<file path="src/rtl/eval_pkg.sv">
// Shared types and constants for the evaluation dispatcher and its frame FIFO.
package eval_pkg;

    localparam int unsigned DropCntW = 16;

    typedef enum logic [1:0] {
        StIdle,
        StStart,
        StWait
    } state_e;

    function automatic int unsigned frame_width(input int unsigned nch, input int unsigned iw,
                                                input int unsigned p);
        return nch * (iw + p);
    endfunction

endpackage

</file>
<file path="src/rtl/eval_frame_fifo.sv">
// Synchronous frame FIFO; Depth must be a power of two so the pointers wrap naturally.
module eval_frame_fifo #(
    parameter int unsigned DataW = 8,
    parameter int unsigned Depth = 4
) (
    input  logic                       clk,
    input  logic                       rst,
    input  logic                       push_i,
    input  logic                       pop_i,
    input  logic [DataW-1:0]           wdata_i,
    output logic [DataW-1:0]           rdata_o,
    output logic                       full_o,
    output logic                       empty_o,
    output logic [$clog2(Depth+1)-1:0] level_o
);

    localparam int unsigned AddrW  = $clog2(Depth);
    localparam int unsigned LevelW = $clog2(Depth + 1);

    logic [DataW-1:0]  mem_q [Depth];
    logic [AddrW-1:0]  wr_ptr_q, wr_ptr_d;
    logic [AddrW-1:0]  rd_ptr_q, rd_ptr_d;
    logic [LevelW-1:0] level_q, level_d;
    logic              do_push, do_pop;

    assign full_o  = (level_q == LevelW'(Depth));
    assign empty_o = (level_q == '0);
    assign do_push = push_i & ~full_o;
    assign do_pop  = pop_i & ~empty_o;

    always_comb begin
        wr_ptr_d = wr_ptr_q;
        rd_ptr_d = rd_ptr_q;
        level_d  = level_q;
        if (do_push) wr_ptr_d = wr_ptr_q + AddrW'(1);
        if (do_pop)  rd_ptr_d = rd_ptr_q + AddrW'(1);
        if (do_push && !do_pop)      level_d = level_q + LevelW'(1);
        else if (!do_push && do_pop) level_d = level_q - LevelW'(1);
    end

    always_ff @(posedge clk) begin
        if (rst) begin
            wr_ptr_q <= '0;
            rd_ptr_q <= '0;
            level_q  <= '0;
        end else begin
            wr_ptr_q <= wr_ptr_d;
            rd_ptr_q <= rd_ptr_d;
            level_q  <= level_d;
        end
    end

    always_ff @(posedge clk) begin
        if (do_push) mem_q[wr_ptr_q] <= wdata_i;
    end

    assign rdata_o = mem_q[rd_ptr_q];
    assign level_o = level_q;

endmodule

</file>
<file path="src/rtl/eval_dispatch.sv">
// Buffers complex frames and hands them one at a time to a downstream evaluator,
// with zero-frame filtering, drop counting and a watchdog on the evaluator.
module eval_dispatch
    import eval_pkg::*;
#(
    parameter int unsigned P       = 22,
    parameter int unsigned IW      = 3,
    parameter int unsigned NCH     = 6,
    parameter int unsigned DEPTH   = 4,
    parameter int unsigned TIMEOUT = 1023,
    localparam int unsigned W      = frame_width(NCH, IW, P)
) (
    input  logic                       clk,
    input  logic                       rst,
    input  logic                       in_valid_i,
    output logic                       in_ready_o,
    input  logic [W-1:0]               cur_data_real_i,
    input  logic [W-1:0]               cur_data_imag_i,
    input  logic                       skip_zero_i,
    input  logic                       eval_done_i,
    output logic [W-1:0]               cur_data_real_o,
    output logic [W-1:0]               cur_data_imag_o,
    output logic                       eval_start_o,
    output logic                       eval_busy_o,
    output logic [$clog2(DEPTH+1)-1:0] fifo_level_o,
    output logic [DropCntW-1:0]        drop_cnt_o,
    output logic                       timeout_o
);

    localparam int unsigned WdW = (TIMEOUT > 1) ? $clog2(TIMEOUT + 1) : 1;
    localparam logic [WdW-1:0] WdLast = WdW'((TIMEOUT > 0) ? TIMEOUT - 1 : 0);

    state_e              state_q, state_d;
    logic [WdW-1:0]      wd_cnt_q, wd_cnt_d;
    logic [W-1:0]        real_q, real_d, imag_q, imag_d;
    logic                timeout_q, timeout_d;
    logic [DropCntW-1:0] drop_q, drop_d;
    logic                fifo_full, fifo_empty;
    logic                accept, frame_nonzero, push, pop;
    logic [2*W-1:0]      head;

    // Ready looks only at registered full, so a pop never frees a slot in the same cycle.
    assign in_ready_o    = ~fifo_full & ~rst;
    assign accept        = in_valid_i & in_ready_o;
    assign frame_nonzero = (cur_data_real_i != '0) && (cur_data_imag_i != '0);
    assign push          = accept & (~skip_zero_i | frame_nonzero);
    assign pop           = (state_q == StIdle) & ~fifo_empty;

    eval_frame_fifo #(
        .DataW (2 * W),
        .Depth (DEPTH)
    ) u_fifo (
        .clk     (clk),
        .rst     (rst),
        .push_i  (push),
        .pop_i   (pop),
        .wdata_i ({cur_data_imag_i, cur_data_real_i}),
        .rdata_o (head),
        .full_o  (fifo_full),
        .empty_o (fifo_empty),
        .level_o (fifo_level_o)
    );

    always_comb begin
        drop_d = drop_q;
        if (in_valid_i && !in_ready_o && !rst && drop_q != '1) drop_d = drop_q + DropCntW'(1);
    end

    always_comb begin
        state_d   = state_q;
        wd_cnt_d  = wd_cnt_q;
        real_d    = real_q;
        imag_d    = imag_q;
        timeout_d = 1'b0;
        unique case (state_q)
            StIdle: begin
                if (pop) begin
                    real_d  = head[W-1:0];
                    imag_d  = head[2*W-1:W];
                    state_d = StStart;
                end
            end
            StStart: begin
                wd_cnt_d = '0;
                state_d  = eval_done_i ? StIdle : StWait;
            end
            StWait: begin
                // Done takes priority over a watchdog expiry on the same edge.
                if (eval_done_i) begin
                    state_d = StIdle;
                end else if (TIMEOUT != 0 && wd_cnt_q == WdLast) begin
                    state_d   = StIdle;
                    timeout_d = 1'b1;
                end else begin
                    wd_cnt_d = wd_cnt_q + WdW'(1);
                end
            end
            default: state_d = StIdle;
        endcase
    end

    always_ff @(posedge clk) begin
        if (rst) begin
            state_q   <= StIdle;
            wd_cnt_q  <= '0;
            real_q    <= '0;
            imag_q    <= '0;
            timeout_q <= 1'b0;
            drop_q    <= '0;
        end else begin
            state_q   <= state_d;
            wd_cnt_q  <= wd_cnt_d;
            real_q    <= real_d;
            imag_q    <= imag_d;
            timeout_q <= timeout_d;
            drop_q    <= drop_d;
        end
    end

    assign cur_data_real_o = real_q;
    assign cur_data_imag_o = imag_q;
    assign eval_start_o    = (state_q == StStart);
    assign eval_busy_o     = (state_q != StIdle);
    assign timeout_o       = timeout_q;
    assign drop_cnt_o      = drop_q;

endmodule

</file>
<file path="config.mk">
export PLATFORM = sky130hd
export DESIGN_NAME = eval_dispatch
export DESIGN_NICKNAME = d
export VERILOG_FILES = /design/src/rtl/eval_pkg.sv /design/src/rtl/eval_frame_fifo.sv /design/src/rtl/eval_dispatch.sv
export SDC_FILE = /design/constraint.sdc
export NUM_CORES = 1
export LEC_CHECK = 0
export CORE_ASPECT_RATIO = 1.25
export CORE_MARGIN = 2
export CORE_UTILIZATION = 40
export CTS_CLUSTER_DIAMETER = 60
export DETAILED_ROUTE_END_ITERATION = 7
export PLACE_DENSITY_LB_ADDON = 0.12
export SYNTH_ARGS = -nofsm -noshare
export SYNTH_HDL_FRONTEND = slang
export SYNTH_SLANG_ARGS = --single-unit
</file>
<file path="constraint.sdc">
create_clock -name clk -period 18.7 [get_ports clk]
set_clock_uncertainty 0.1 [all_clocks]
set_input_delay 1.87 -clock clk [delete_from_list [all_inputs] [get_ports clk]]
set_output_delay 1.87 -clock clk [all_outputs]
set_load 0.005 [all_outputs]
</file>
==> qor.yml, run 1 <==
outcome:
  status: "finished, final reports clean"
cts:
  cts_root_buf: "clkbuf_16"
  clock_latency_ps: 780
  post_cts_buffers: 0
  postCtsHoldBufs: 0
  cts.clk_slew.worst_paths_ps: 60
  htreeDepth: 4
  cts_tree: "yes"
  clkSinkCount: 1536
  cts_buffers: 156
  cts_buffer_depth: 3
  cts_resized: 0
floorplan:
  pin_count: 628
  initial_core_util_pct: 40.2
  die_h_um: 421
  rows: 153
  coreArea_sq_mm: 0.139
  die_w_um: 338
  die_area_sq_mm: 0.142
synth:
  yosys.area_share.adder_pct: 0.216
  syn_inst: 3167
  synth_compound_gate_area_share_pct: 3.00
  syn_nets: 3481
  yosys.area_share.simple_pct: 6.04
  synth_top_family_by_area: "multiplexers"
  synth.distinct_cells: 47
  yosysWarningCount: 0
  synth_seq_cells: 1536
  avgSynthCellArea_sq_um: 17.6
  synth_xor_area_share_pct: 0.393
  syn_area_sq_mm: 0.0557
  synth.area.mux_share_pct: 12.2
  synth.yosys.seq_area_share_pct: 76.8
drt:
  drcViolationCount: 0
  wirelength_mm: 145
  dr.pass1.iters: 5
  vias_per_cell: 5.17
  wl_per_cell_um: 25.0
  drt-initial-drc-count: 1997
  vias: 30100
  ant_nets: 0
cells_and_area:
  layout-drive-gt1-share_pct: 15.3
  fin_util_pct: 50.0
  layout_commonest_cell: "edfxtp_1"
  fin_nets: 4131
  layout_common_cells: "1200 x edfxtp_1, 626 x clkdlybuf4s50_1, 613 x nand2_1"
  syn_to_final_growth_pct: 24.4
  instances_no_fill: 5824
sta:
  setup_tns_ps: 0
  finalHoldViolations: 0
  max_freq_mhz: 144
  min_period_ps: 6970
  fin_crit_sh_pct: 37.3
  fin_worst_hold_slack_ps: 352
  drv_slew: 0
  setup_viol: 0
  max-slew-margin-rel_pct: 26.6
  tightest_slew_ps: 1100
  rsz0062_at_grt: "no"
worst_setup_path:
  timing.critical_path.mode_cell: "buf_4"
  crit_fanout: 63
  critPathMaxStageDelay_ps: 910
  reg2reg_slack_ps: 13050
  critPathSlowestCell: "buf_4"
  end_kind: "flop"
  crit_type: "primary input to flop"
  cp_cell_sequence: "clkdlybuf4s50_1 -> nor4_1 -> nand4_1 -> nor4_1 -> nand4_1 -> nand4_2 -> nor2_4 -> buf_4 -> buf_4 -> buf_4 -> buf_4"
  cp.required_ps: 19000
  critPathLaunchType: "primary input"
  worstPathArrival_ps: 7270
global_routing:
  antenna_found_initial: 39
  overflow: 0
  grt_pass1_vias: 30600
  grt_max_degree: 137
  gr-usage-all-layers_pct: 20.4
  grt_pass1_wl_mm: 212
pwr:
  intPower_mw: 7.13
  power_frac_comb_pct: 24.6
  power.net_switching_mw: 2.86
  power.leakage_nw: 22.0
  p_seq_share_pct: 44.1
  power_mw: 9.99
  irDropWorstVdd_uv: 99.2
  p_per_area_mw_per_mm2: 144
  clkPwrFrac_pct: 31.3
  switching_share_pct: 28.6
placement:
  dp_hpwl_mm: 86.9
  dp_cells: 5519
  place_congestion: 0.759
  io_buffers: 627
run:
  drv_cap: 0
hold_path:
  hp-class: "flop to flop"
[area by class of cell]
| cell class | instances | area, sq um |
|---|---|---|
| Clock buffer | 228 | 4650 |
| Tap cell | 1860 | 2330 |
| Fill cell | 11900 | 69300 |
| Multi-Input combinational cell | 1447 | 12200 |
| Timing Repair Buffer | 664 | 6660 |
| Sequential cell | 1536 | 42800 |
| Inverter | 12 | 52.6 |
| Clock inverter | 64 | 551 |
| Antenna cell | 13 | 32.5 |
[routing by layer]
layer  track usage, %  part of all wire, %
met3             6.46                  7.7
met1             27.0                   42
met4             5.26                  1.7
met5                0                 0.23
met2             32.6                   48
[power groups by stage]
stage / Sequential [mW] / Clock (mW) / Combinational [mW]
2_1_floorplan: 4.49 / 0 / 1.30
3_3_place_gp: 4.47 / 0 / 2.53
3_5_place_dp: 4.48 / 0 / 2.53
4_1_cts: 4.41 / 3.22 / 2.54
5_1_grt: 4.45 / 3.35 / 2.69
6_report: 4.40 / 3.13 / 2.46
[path summary, 6_finish.rpt]
path	from	endpoint	cells after the start
min reg2reg	cur_data_imag_o[52]	cur_data_imag_o[52]	2
max reg2reg	u_fifo.level_o[0]	u_fifo.mem_q[2][29]	8
min	cur_data_imag_o[52]	cur_data_imag_o[52]	2
max	cur_data_real_i[120]	u_fifo.mem_q[2][29]	11
[through the flow]
step	cell area, sq um	setup WS [ps]
2_1_floorplan	55700	2710
3_3_place_gp	64000	10730
3_5_place_dp	64000	10740
4_1_cts	69200	11580
5_1_grt	69200	11380
6_report	69300	11730
[flip-flops by register name, indices dropped and copies added (netlist names)]
register / count
cur_data_imag_o: 150
cur_data_real_o: 150
drop_cnt_o: 16
state_q: 2
timeout_o: 1
u_fifo.level_o: 3
u_fifo.mem_q: 1200
u_fifo.rd_ptr_q: 2
u_fifo.wr_ptr_q: 2
wd_cnt_q: 10
[worst max-delay path: cells and delay by family]
| kind | cells | cell delay, ps |
|---|---|---|
| buf+inv | 5 | 3650 |
| simple gates | 6 | 1580 |
[cells in the mapped netlist, drive strengths merged]
cell / n / area share (%)
edfxtp: 1200 / 65
nand2: 613 / 4.1
dfxtp: 336 / 12
a21oi: 304 / 2.7
mux4: 300 / 12
clkbuf: 102 / 0.69
nor4: 77 / 0.89
buf: 70 / 0.58
nor2: 42 / 0.29
nand4: 23 / 0.27
xor2: 19 / 0.30
nand3: 14 / 0.13
inv: 12 / 0.081
and3: 8 / 0.090
ha: 8 / 0.18
xnor2: 6 / 0.094
nand2b: 4 / 0.045
a211oi: 3 / 0.072
mux2i: 3 / 0.054
a2111oi: 2 / 0.099
a31oi: 2 / 0.022
and4: 2 / 0.036
mux2: 2 / 0.040
nand4b: 2 / 0.043
nor3: 2 / 0.018
nor4b: 2 / 0.031
or4: 2 / 0.027
a311o: 1 / 0.036
and2: 1 / 0.011
fa: 1 / 0.036
o21a: 1 / 0.013
o21ai: 1 / 0.0090
or2: 1 / 0.011
or3: 1 / 0.011
[logic make-up (layout without fill, tap and decap cells)]
family,Yosys count,count (layout)
xor gates and xnor gates,25,25
muxes,305,305
other,0,13
adders and majority gates,9,9
DFF,1536,1536
buffers and inverters,184,968
and+or+nand+nor,794,794
AOI/OAI and AO/OA,314,314
(Power assumes the default switching activity.)
==> inputs of run 2 (changes only) <==
==> constraint.sdc (replaced) <==
create_clock -name clk -period 5.85 [get_ports clk]
set_clock_uncertainty 0.1 [all_clocks]
set_input_delay 0.585 -clock clk [delete_from_list [all_inputs] [get_ports clk]]
set_output_delay 0.585 -clock clk [all_outputs]
set_load 0.005 [all_outputs]
==> qor.yml, run 2 (synthesis gave the netlist of run 1 again) <==
worst_setup_path:
  crit_buf_inv: 2
  r2r_start: "u_fifo.level_o[1]"
  end_kind: "flop"
  critPathMaxStageDelay_ps: 900
  r2r_end: "u_fifo.mem_q[2][178]"
  reg2reg_slack_ps: 2300
  cp_cell_sequence: "clkdlybuf4s50_1 -> nor4_1 -> nand4_1 -> nor4_1 -> nand4_1 -> nand4_4 -> nor2_4 -> buf_12"
  reg2regPathDepth: 5
  crit_fanout: 142
  critPathLaunchType: "primary input"
  cp.required_ps: 6030
  critPathSlowestCell: "nor4_1"
  worstPathArrival_ps: 4470
  crit_type: "primary input to flop"
  crit_family: "simple AND/OR/NAND/NOR gates"
outcome:
  status: "finished, final reports clean"
hold_path:
  holdPathStages: 2
  holdPathEnd: "cur_data_imag_o[128]"
  hp-class: "primary input to flop"
  hold_path_startpoint: "rst"
placement:
  pre_cts_slack_ps: 767
  io_buffers: 627
  dpl_cell_area_sq_mm: 0.0641
  place_congestion: 0.758
  dp_hpwl_mm: 87.3
cells_and_area:
  largest_register_ffs: 1200
  registers.top_by_ff_count: "u_fifo.mem_q"
  layout_common_cells: "1200 x edfxtp_1, 626 x clkdlybuf4s50_1, 613 x nand2_1"
  fin_nets: 4127
  layout-drive-gt1-share_pct: 14.8
  layout_commonest_cell: "edfxtp_1"
  syn_to_final_growth_pct: 24.3
  design_area_sq_mm: 0.0692
floorplan:
  initial_core_util_pct: 40.2
  rows: 153
  die_area_sq_mm: 0.142
  die_w_um: 338
  pin_count: 628
  die_h_um: 421
  coreArea_sq_mm: 0.139
drt:
  wl_per_cell_um: 24.8
  vias: 30300
  dr.pass1.iters: 6
  drcViolationCount: 0
  drt-initial-drc-count: 2106
  wirelength_mm: 144
  vias_per_cell: 5.20
  ant_nets: 0
pwr:
  irDropWorstVdd_uv: 446
  power_mw: 31.8
  p_per_area_mw_per_mm2: 459
  power.leakage_nw: 22.0
global_routing:
  busiest_layer: "met2"
  met1_usage_pct: 27.1
  antenna_found_initial: 16
  gr-usage-all-layers_pct: 20.2
  grt_max_degree: 143
  grt_pass1_wl_mm: 211
  overflow: 0
  met2_usage_pct: 32.9
  use_met3_pct: 4.88
  grt_pass1_vias: 30700
cts:
  postCtsHoldBufs: 0
  clkSinkCount: 1536
  cts.clk_slew.worst_paths_ps: 60
  cts_buffer_depth: 3
  cts_buffers: 155
  htreeDepth: 4
  post_cts_buffers: 0
  clock_latency_ps: 780
  cts_resized: 0
  cts_tree: "yes"
  cts_root_buf: "clkbuf_16"
sta:
  max_freq_mhz: 233
  setup_viol: 0
  drv_slew: 0
  fin_worst_hold_slack_ps: 85.5
  max-slew-margin-rel_pct: 23.1
  fin_crit_sh_pct: 73.3
  finalWorstSetupSlack_ps: 1560
  min_period_ps: 4290
  finalHoldViolations: 0
  rsz0062_at_grt: "no"
  tightest_slew_ps: 1150
run:
  drv_cap: 0
[run 2: cell count changes in the layout (fill, tap and decap cells not counted), moves of 3 or more]
cell	previous run	this run
clkinv_1	12	27
clkbuf_8	28	17
buf_4	29	19
buf_12	8	15
clkinv_2	29	22
clkinvlp_4	6	1
diode_2	13	8
clkbuf_16	165	161
bufinv_16	7	10
clkbuf_1	35	38
[run 2: cell type report]
| class | count | area (sq um) |
|---|---|---|
| clock inverter | 74 | 656 |
| sequential | 1536 | 42800 |
| timing repair buffer | 661 | 6720 |
| antenna | 8 | 20.0 |
| clock buffer | 216 | 4410 |
| tap | 1860 | 2330 |
| inverter | 12 | 52.6 |
| multi-input combinational | 1447 | 12300 |
| fill | 11800 | 69400 |
[run 2: how the worst max path moves through the flow]
stage                             start  cells after the start  slack, ps                  end
floorplan                   skip_zero_i                      6       -340   u_fifo.mem_q[0][0]
global placement    cur_data_imag_i[10]                     13        690    u_fifo.level_o[2]
detailed placement  cur_data_imag_i[10]                     13        770    u_fifo.level_o[2]
CTS                 cur_data_imag_i[10]                     13       1590    u_fifo.level_o[2]
finish              cur_data_imag_i[10]                      8       1560  u_fifo.mem_q[0][48]
global route        cur_data_imag_i[10]                      8       1570  u_fifo.mem_q[1][57]
[run 2: routing by layer]
metal | vias to the layer above | wire [um]
met2 | 815 | 71600
met4 | 20 | 2630
met1 | 15700 | 61000
met5 | - | 127
li1 | 13500 | -
met3 | 176 | 9150
[run 2: where the power goes]
| part | switching (mW) | internal (mW) | leakage (nW) |
|---|---|---|---|
| Sequential | 0.785 | 13.3 | 13.6 |
| Clock | 4.12 | 5.71 | 2.49 |
| Combinational | 4.20 | 3.70 | 5.84 |
[run 2: per-stage QoR]
stage | instances | TNS [ps] | utilization, %
after detailed placement | 5516 | 0 | 46.3
final | 5814 | 0 | 49.9
after global routing | 5811 | 0 | 49.9
after CTS | 5806 | 0 | 49.9
after global placement | 5516 | 0 | 46.3
after floorplan | 3167 | -374230 | -
